$ cat src/rtl/gravity_ctrl_pkg.sv
// Shared definitions for the gravity controller: FSM state encoding and
// default timing constants used by gravity_ctrl and its period calculator.
// No ports; imported by gravity_ctrl and drop_period.
package gravity_ctrl_pkg;

  // Default timing constants (ticks)
  localparam int BASE_TICKS_DEF = 10;
  localparam int LEVEL_STEP_DEF = 1;
  localparam int MIN_TICKS_DEF  = 1;
  localparam int SOFT_TICKS_DEF = 1;
  localparam int LOCK_TICKS_DEF = 5;
  localparam int CNT_W_DEF      = 8;

  typedef enum logic [2:0] {
    ST_COUNT = 3'd0,
    ST_REQ   = 3'd1,
    ST_LOCKW = 3'd2,
    ST_LOCK  = 3'd3,
    ST_HARD  = 3'd4,
    ST_HSET  = 3'd5
  } state_e;

endpackage

$ cat src/rtl/gravity_ctrl_drop_period.sv
// drop_period: registered gravity period from level/soft_drop.
// Ports: clk_i/rst_i clock and async reset; level_i, soft_drop_i inputs;
//        period_o = soft ? SOFT_TICKS : max(BASE_TICKS - level*LEVEL_STEP, MIN_TICKS).
module drop_period
  import gravity_ctrl_pkg::*;
#(
  parameter int BASE_TICKS = BASE_TICKS_DEF,
  parameter int LEVEL_STEP = LEVEL_STEP_DEF,
  parameter int MIN_TICKS  = MIN_TICKS_DEF,
  parameter int SOFT_TICKS = SOFT_TICKS_DEF,
  parameter int CNT_W      = CNT_W_DEF
) (
  input  logic           clk_i,
  input  logic           rst_i,
  input  logic [3:0]     level_i,
  input  logic           soft_drop_i,
  output logic [CNT_W:0] period_o
);

  localparam logic [CNT_W:0] BASE_W = (CNT_W+1)'(BASE_TICKS);
  localparam logic [CNT_W:0] STEP_W = (CNT_W+1)'(LEVEL_STEP);
  localparam logic [CNT_W:0] MIN_W  = (CNT_W+1)'(MIN_TICKS);
  localparam logic [CNT_W:0] SOFT_W = (CNT_W+1)'(SOFT_TICKS);
  // Period seen out of reset, matching level 0 without soft drop
  localparam logic [CNT_W:0] RST_W  = (BASE_TICKS >= MIN_TICKS) ? BASE_W : MIN_W;

  logic [CNT_W:0] dec;
  logic [CNT_W:0] diff;
  logic [CNT_W:0] period_d;
  logic [CNT_W:0] period_q;

  always_comb begin
    dec      = (CNT_W+1)'(level_i) * STEP_W;
    diff     = '0;
    period_d = MIN_W;
    if (soft_drop_i) begin
      period_d = SOFT_W;
    end else if (dec < BASE_W) begin
      // Subtraction only taken when it cannot wrap
      diff     = BASE_W - dec;
      period_d = (diff < MIN_W) ? MIN_W : diff;
    end
  end

  always_ff @(posedge clk_i or posedge rst_i) begin
    if (rst_i) period_q <= RST_W;
    else       period_q <= period_d;
  end

  assign period_o = period_q;

endmodule

$ cat src/rtl/gravity_ctrl.sv
// gravity_ctrl: turns game ticks into down-step requests and lock pulses.
// Inputs: clk_i, rst_i (async high), tick_i, pause_i, level_i, soft_drop_i,
//         hard_drop_i, grounded_i, down_ack_i. Outputs: down_req_o, lock_req_o, hard_rows_o.
module gravity_ctrl
  import gravity_ctrl_pkg::*;
#(
  parameter int BASE_TICKS = BASE_TICKS_DEF,
  parameter int LEVEL_STEP = LEVEL_STEP_DEF,
  parameter int MIN_TICKS  = MIN_TICKS_DEF,
  parameter int SOFT_TICKS = SOFT_TICKS_DEF,
  parameter int LOCK_TICKS = LOCK_TICKS_DEF,
  parameter int CNT_W      = CNT_W_DEF
) (
  input  logic       clk_i,
  input  logic       rst_i,
  input  logic       tick_i,
  input  logic       pause_i,
  input  logic [3:0] level_i,
  input  logic       soft_drop_i,
  input  logic       hard_drop_i,
  input  logic       grounded_i,
  input  logic       down_ack_i,
  output logic       down_req_o,
  output logic       lock_req_o,
  output logic [4:0] hard_rows_o
);

  localparam logic [CNT_W-1:0] LOCK_LAST = CNT_W'(LOCK_TICKS - 1);

  state_e           state_q, state_d;
  logic [CNT_W-1:0] tick_cnt_q, tick_cnt_d;
  logic [CNT_W-1:0] lock_cnt_q, lock_cnt_d;
  logic [4:0]       hard_rows_q, hard_rows_d;
  logic [CNT_W:0]   period;
  logic [CNT_W:0]   period_m1;
  logic             tick_ev;
  logic             hard_ev;

  drop_period #(
    .BASE_TICKS (BASE_TICKS),
    .LEVEL_STEP (LEVEL_STEP),
    .MIN_TICKS  (MIN_TICKS),
    .SOFT_TICKS (SOFT_TICKS),
    .CNT_W      (CNT_W)
  ) u_period (
    .clk_i       (clk_i),
    .rst_i       (rst_i),
    .level_i     (level_i),
    .soft_drop_i (soft_drop_i),
    .period_o    (period)
  );

  // period is always >= 1, so this never wraps
  assign period_m1 = period - 1'b1;
  // Pause masks game inputs; the ack side of the handshake stays live
  assign tick_ev   = tick_i & ~pause_i;
  assign hard_ev   = hard_drop_i & ~pause_i;

  always_comb begin
    state_d     = state_q;
    tick_cnt_d  = tick_cnt_q;
    lock_cnt_d  = lock_cnt_q;
    hard_rows_d = hard_rows_q;
    unique case (state_q)
      ST_COUNT: begin
        if (hard_ev) begin
          state_d     = ST_HARD;
          hard_rows_d = '0;
        end else if (tick_ev) begin
          // >= so a period that shrank below the count fires on this tick
          if ({1'b0, tick_cnt_q} >= period_m1) begin
            tick_cnt_d = '0;
            state_d    = grounded_i ? ST_LOCKW : ST_REQ;
          end else begin
            tick_cnt_d = tick_cnt_q + 1'b1;
          end
        end
      end
      ST_REQ: begin
        if (down_ack_i) begin
          state_d    = ST_COUNT;
          tick_cnt_d = '0;
        end
      end
      ST_LOCKW: begin
        if (hard_ev) begin
          state_d     = ST_HARD;
          hard_rows_d = '0;
        end else if (!pause_i && !grounded_i) begin
          lock_cnt_d = '0;
          tick_cnt_d = '0;
          state_d    = ST_COUNT;
        end else if (tick_ev) begin
          if (lock_cnt_q >= LOCK_LAST) state_d = ST_LOCK;
          else                         lock_cnt_d = lock_cnt_q + 1'b1;
        end
      end
      ST_LOCK: begin
        // Held while paused so the single lock pulse is not lost
        if (!pause_i) begin
          state_d    = ST_COUNT;
          tick_cnt_d = '0;
          lock_cnt_d = '0;
        end
      end
      ST_HARD: begin
        if (grounded_i) begin
          if (!pause_i) state_d = ST_LOCK;
        end else if (down_ack_i) begin
          if (hard_rows_q != 5'd31) hard_rows_d = hard_rows_q + 1'b1;
          state_d = ST_HSET;
        end
      end
      ST_HSET: begin
        if (!pause_i) state_d = ST_HARD;
      end
      default: state_d = ST_COUNT;
    endcase
  end

  always_ff @(posedge clk_i or posedge rst_i) begin
    if (rst_i) begin
      state_q     <= ST_COUNT;
      tick_cnt_q  <= '0;
      lock_cnt_q  <= '0;
      hard_rows_q <= '0;
    end else begin
      state_q     <= state_d;
      tick_cnt_q  <= tick_cnt_d;
      lock_cnt_q  <= lock_cnt_d;
      hard_rows_q <= hard_rows_d;
    end
  end

  // In HARD the request follows grounded so a landed piece never asks to move
  assign down_req_o  = (state_q == ST_REQ) | ((state_q == ST_HARD) & ~grounded_i);
  assign lock_req_o  = (state_q == ST_LOCK) & ~pause_i;
  assign hard_rows_o = hard_rows_q;

endmodule

$ cat config.mk
export PLATFORM = sky130hd
export DESIGN_NAME = gravity_ctrl
export DESIGN_NICKNAME = d
export VERILOG_FILES = /design/src/rtl/gravity_ctrl_pkg.sv /design/src/rtl/gravity_ctrl_drop_period.sv /design/src/rtl/gravity_ctrl.sv
export SDC_FILE = /design/constraint.sdc
export NUM_CORES = 1
export LEC_CHECK = 0
export BUFFER_PORTS_ARGS = -buffer_cell sky130_fd_sc_hd__buf_2
export CORE_MARGIN = 2
export CORE_UTILIZATION = 30
export DETAILED_ROUTE_END_ITERATION = 10
export PLACE_DENSITY_LB_ADDON = 0.08
export RECOVER_POWER = 50
export SETUP_SLACK_MARGIN = 0.05
export SLEW_MARGIN = 10
export SYNTH_ARGS = -nofsm -noshare
export SYNTH_HDL_FRONTEND = slang
export SYNTH_HIERARCHICAL = 1
export SYNTH_SLANG_ARGS = --single-unit
$ cat constraint.sdc
create_clock -name clk_i -period 2.7 [get_ports clk_i]
set_input_delay 0 -clock clk_i [delete_from_list [all_inputs] [get_ports clk_i]]
set_output_delay 0 -clock clk_i [all_outputs]
set_load 0.05 [all_outputs]
; Word level (Yosys, flattened, before mapping)
; Cells that the tools add are included.
[classes]
n_addsub = 5
mul = 0
div_mod_pow = 0
order_cmp = 4
eq_ne = 25
shifts = 0
muxes = 36
bitwise = 7
reduce_logical = 12
[op_table]
columns = op, n
row1 = 8-bit 2-to-1 mux, 11
row2 = 3-bit 2-to-1 mux, 13
row3 = 8-bit one-hot mux with 4 select lines, 1
row4 = 9-bit 2-to-1 mux, 3
row5 = 5-bit 2-to-1 mux, 4
row6 = 2-bit != test (second input constant), 10
row7 = 3-bit != test (second input constant), 6
row8 = 3-bit one-hot mux with 6 select lines, 1
row9 = 8-bit by 1-bit adder with 8-bit output (second input constant), 2
row10 = 8-bit one-hot mux with 2 select lines, 1
row11 = 5-bit one-hot mux with 2 select lines, 1
row12 = 5-bit AND reduction, 2
row13 = 8-bit by 9-bit greater-or-equal comparator with 1-bit output, 1
row14 = 9-bit by 1-bit < comparator with 1-bit output (second input constant), 1
row15 = 9-bit AND reduction, 1
row16 = 9-bit by 1-bit subtractor with 9-bit output (second input constant), 1
row17 = 8-bit by 3-bit greater-or-equal comparator with 1-bit output (second input constant), 1
row18 = 4-bit != test (second input constant), 2
row19 = 7-bit AND reduction, 1
row20 = 3-bit by 2-bit == test with 1-bit output (second input constant), 2
row21 = 3-bit == test (second input constant), 2
row22 = 5-bit by 1-bit adder with 5-bit output (second input constant), 1
row23 = 5-bit != test (second input constant), 1
row24 = 4-bit by 4-bit subtractor with 5-bit output (first input constant), 1
row25 = other kinds (13), 19
[word_totals]
ff_bits = 33
latch_bits = 0
ram_bits = 0
romBits = 0
out_inout_bits = 7
memories = 0

; Depth between registers and ports, before layout
[logic_depth]
depth_word = 6
mapped_depth = 11
mapped_depth_nobuf = 11

; Hierarchy
; The synthesis kept the hierarchy.
[modules_own_cells]
columns = module, instances, cells_per_inst, area_per_inst_um2
row1 = gravity_ctrl, 1, 204, 1755.4
row2 = drop_period, 1, 27, 290.3

; Least setup slack after synthesis
; No wires, ideal clock.
[synth_timing]
kind = flip-flop to flip-flop
from = register u_period.period_q[7] (netlist: u_period/period_o[7])
to = register tick_cnt_q[2]
arrival_time_ps = 2616
slack_ps = 18
stages_incl_launch_ff = 10
n_path_buf = 1
synth_period_minus_slack_ps = 2682
path_cell_list = dfrtp_1 buf_4 or4_4 nor4_1 xnor2_1 ha_1 nor4_1 nor3_4 nor4b_1 a221o_1
[synth_between]
elab_chain_cells = 6
[synth_rtl]
columns = item, line_no
row1 = "start, declared", gravity_ctrl_drop_period.sv:30  ; logic [CNT_W:0] period_q;
row2 = "start signal, assigned", gravity_ctrl_drop_period.sv:47  ; else period_q <= period_d;
row3 = 9-bit by 1-bit subtractor with 9-bit output, gravity_ctrl.sv:54  ; assign period_m1 = period - 1'b1;
row4 = 8-bit by 9-bit greater-or-equal comparator with 1-bit output, gravity_ctrl.sv:71  ; if ({1'b0, tick_cnt_q} >= period_m1) begin
row5 = 8-bit 2-to-1 mux, gravity_ctrl.sv:71
row6 = 8-bit 2-to-1 mux, gravity_ctrl.sv:69  ; end else if (tick_ev) begin
row7 = 8-bit 2-to-1 mux, gravity_ctrl.sv:66  ; if (hard_ev) begin
row8 = 8-bit one-hot mux with 4 select lines, gravity_ctrl.sv:64  ; unique case (state_q)
row9 = "end signal, assigned", gravity_ctrl.sv:129  ; tick_cnt_q <= tick_cnt_d;
row10 = "end, declared", gravity_ctrl.sv:31  ; logic [CNT_W-1:0] tick_cnt_q, tick_cnt_d;
; Every way passes these cells. The select of a mux whose other input is x is not followed.
; A chain may end at the register's enable or synchronous reset.

; Final worst setup path
[layout_timing]
from = register u_period.period_q[7] (netlist: u_period/period_o[7])
to = register state_q[0]
[layout_between]
elab_chain_cells = 4
[layout_rtl]
columns = item, line_no
row1 = 9-bit by 1-bit subtractor with 9-bit output, gravity_ctrl.sv:54
row2 = 8-bit by 9-bit greater-or-equal comparator with 1-bit output, gravity_ctrl.sv:71
row3 = 3-bit != test (no line), --
row4 = 9-bit AND reduction (no line), --
row5 = "end signal, assigned", gravity_ctrl.sv:128  ; state_q <= state_d;
row6 = "end, declared", gravity_ctrl.sv:30  ; state_e state_q, state_d;
; Every way passes these cells.

==> results.md <==
| Item | Value |
|:---|:---|
| Run status | completed |
| X dimension of the die | 86.6 um |
| Number of buffers created by CTS | 5 |
| Via/cell ratio | 5.04 |
| Floorplan die height | 86.6 um |
| Layout filler cell count | 731 |
| Reg-to-reg critical path startpoint | u_period/period_o[7] |
| Reg2Reg Setup Slack | 180 ps |
| Class of the worst hold path | in -> reg |
| Synthesized area per cell | 8.86 um^2 |
| Number of hold violations in the final report | 0 |
| Critical Path Start Type | flip-flop |
| Clock latency on the worst-skew pair | 280 ps |
| Transition time at the pin with the least slew margin | 999 ps |
| Combined area of all synthesized cells | 0.00205 mm^2 |
| Worst VDD drop | 0.352 mV |
| CTS Root Buffer Type | sky130_fd_sc_hd__clkbuf_8 |
| Worst reg2reg path depth | 10 |
| Vias | 1707 |
| Max capacitance violation total | 0 |
| Signal arrival time at the worst endpoint | 2680 ps |
| Area Overhead vs Synth | 17.4% |
| Most frequent cells in the layout | 27 x sky130_fd_sc_hd__dfrtp_1, 17 x sky130_fd_sc_hd__nor2_1, 16 x sky130_fd_sc_hd__nand2_1 |
| Number of instances in the placed design | 325 |
| Worst setup path start | u_period/period_o[7] |
| Number of buffers inserted by port buffering | 18 |
| Placement row count | 30 |
| DRC violation count after routing | 0 |
| Global-route total usage across every layer | 12.9% |
| Final number of setup-violating endpoints | 0 |
| Number of distinct library cell variants in the gate-level netlist after synthesis | 46 |
| Post-Syn Instances | 231 |
| Wire length after detailed routing | 4460 um |
| Normalized max-slew margin | 33.3% |
| Nets | 286 |
| Antenna violations before repair | 0 |
| Endpoint of the worst-slack reg-to-reg timing path | state_q[0] |
| Level count of the clock H-tree | 2 |
| Required time worst endpoint | 2860 ps |
| Most common cell after layout, fill and taps aside | sky130_fd_sc_hd__dfrtp_1 |
| Drt initial violations | 94 |
| Wirelength per Cell | 13.2 um |
| Critical setup path kind | reg -> reg |
| Clk_skew | 6.99 ps |
| Sum of net half-perimeters after detailed placement | 3300 um |
| Worst setup path end | state_q[0] |
| Number of detailed-routing iterations run before antenna repair | 4 |
| Non-Filler Instances | 339 |
| Cell area after placement | 0.00224 mm^2 |
| Area occupied by multi-input gates | 0.00125 mm^2 |
| Clock tree sinks | 29 |
| Worst setup EP type | flip-flop |
| Setup repair after global routing missed its margin | false |
| Number of nets still failing antenna checks after routing | 0 |
| Mapped Nets | 259 |
| Final Wtd Congestion | 0.764 |
| Post-route cell area | 0.00240 mm^2 |
| Max Fclk | 397 MHz |
| Number of pins exceeding their max-slew limit in the final report | 0 |
| Wire length of the first global-routing pass | 7710 um |
| Register cell area after layout | 728 um^2 |
| Initial cell density of the core | 30.6% |
| Final worst-path cycle share | 93.2% |
| Number of antenna cells inserted | 0 |
| Number of global-route vias before repair | 1583 |
| Maximum fanout along the worst path | 4 |
| Core Region | 0.00668 mm^2 |
| Pin count of the biggest net entering global routing | 25 |
| Leakage | 1.10 nW |
| Clk slew on worst S/H paths | 70 ps |
| Worst hold start | level_i[2] |
| Syn. warnings | 6 |
| Share of layout cells above drive strength 1 | 17.8% |
| Maximum clock insertion buffer count | 2 |
| Area of the die | 0.00750 mm^2 |
| Power per standard cell area | 837 mW/mm^2 |
| CTS tree | built |
| Number of flip-flops and latches in the synthesized netlist | 29 |
| Hold slack final | 59.9 ps |
| Grt total ovfl | 0 |
| Time the final worst path needs with I/O delays and setup | 2520 ps |
| Number of top-level pins | 19 |
| Post-synthesis sequential area ratio | 35.6% |
## through the flow
stage	utilization [%]	power, mW	setup slack (ps)	TNS, ps
after floorplan	-	1.35	102	0
after global placement	33.5	1.60	25.7	0
after detailed placement	33.5	1.59	-10.9	-10.9
after CTS	35.6	2.03	35.9	0
after global routing	36.0	2.21	51.6	0
final	36.0	2.01	183	0
## synth_stat cells, drive strengths merged
cell type	number	area, um^2
nor2b	7	43.8
clkbuf	5	18.8
nand3	11	55.1
nand4b	1	8.76
mux2	1	11.3
a21oi	10	50.1
a211oi	9	67.6
dfstp	2	52.6
buf	6	37.5
nor3b	3	22.5
and4bb	1	12.5
a211o	1	8.76
or4b	1	10.0
a41oi	2	17.5
a31oi	2	12.5
o311a	1	11.3
a22o	2	18.8
o21ai	15	75.1
nor4b	3	41.3
xor2	3	26.3
mux2i	2	20.0
o211ai	1	7.51
inv	13	48.8
a21o	7	52.6
dfrtp	27	676
ha	16	200
o21a	4	30.0
xnor2	5	43.8
nor2	18	70.1
o311ai	1	8.76
a22oi	1	7.51
or4	1	11.3
a221o	1	10.0
or3	3	18.8
nand2b	5	31.3
nand4	2	12.5
nand2	16	60.1
nor3	11	66.3
or2	3	18.8
nor4	6	37.5
and3	2	12.5
## sequential cells by signal, indices dropped and copies added, names as in the netlist
register	cells
hard_rows_o	5
lock_cnt_q	8
state_q	3
tick_cnt_q	8
u_period/period_o	5
## critical path: stages, from the launching register on
cell	delay, ps
sky130_fd_sc_hd__dfrtp_1	390
sky130_fd_sc_hd__or4_4	580
sky130_fd_sc_hd__nor4_4	180
sky130_fd_sc_hd__xnor2_1	120
sky130_fd_sc_hd__ha_1	210
sky130_fd_sc_hd__nor4_1	190
sky130_fd_sc_hd__o311a_2	250
sky130_fd_sc_hd__nor3_4	60
sky130_fd_sc_hd__buf_4	140
sky130_fd_sc_hd__nor3_1	210
sky130_fd_sc_hd__nor2_1	80
## worst min path at each step
stage	endpoint	slack, ps	cells past startpoint
after floorplan	u_period/period_o[0]	-220	1
after global placement	u_period/period_o[0]	-80	2
after detailed placement	u_period/period_o[0]	-80	2
final	u_period/period_o[3]	60	3
after CTS	u_period/period_o[2]	60	3
after global routing	u_period/period_o[3]	80	3
## kinds of logic (layout without fill, tap and decap cells)
kind of cell	Yosys count	after routing	share of synthesized area [%]
fa+ha+maj	16	16	9.79
xor+xnor	8	8	3.43
compound gates	57	57	18.5
simple gates	94	94	26.1
mux	3	3	1.53
buf+inv	24	52	5.14
flops	29	29	35.6
## report_power, final
| part | switching [mW] | internal, mW |
|---|---|---|
| registers | 0.156 | 0.538 |
| logic | 0.543 | 0.419 |
| clock network | 0.179 | 0.178 |
| total | 0.877 | 1.13 |
## repair_timing
| item | in CTS | in global routing |
|---|---|---|
| hold endpoints to repair | 16 | 0 |
| gates resized for setup | 0 | 6 |
| hold buffers | 4 | 0 |
| pin swaps | 1 | 1 |
| endpoints found under the setup margin | 2 | 10 |
| setup buffers | 2 | 0 |
## metal layers
layer	track usage (%)	routed length, um	vias to the layer above
li1	-	-	888
met1	18.6	2350	801
met2	19.6	1980	13
met3	2.29	66	5
met4	4.26	57	0
met5	0	0	-
## final cells by class
type,count,area share (%)
flip-flops and latches,29,30.3
repair buffers,31,8.02
well taps,80,4.17
clock buffers,5,2.86
inverters,13,2.03
clock inverters,3,0.729
multi-input cells,178,51.9
No activity file was read; power rests on OpenSTA's default activity.
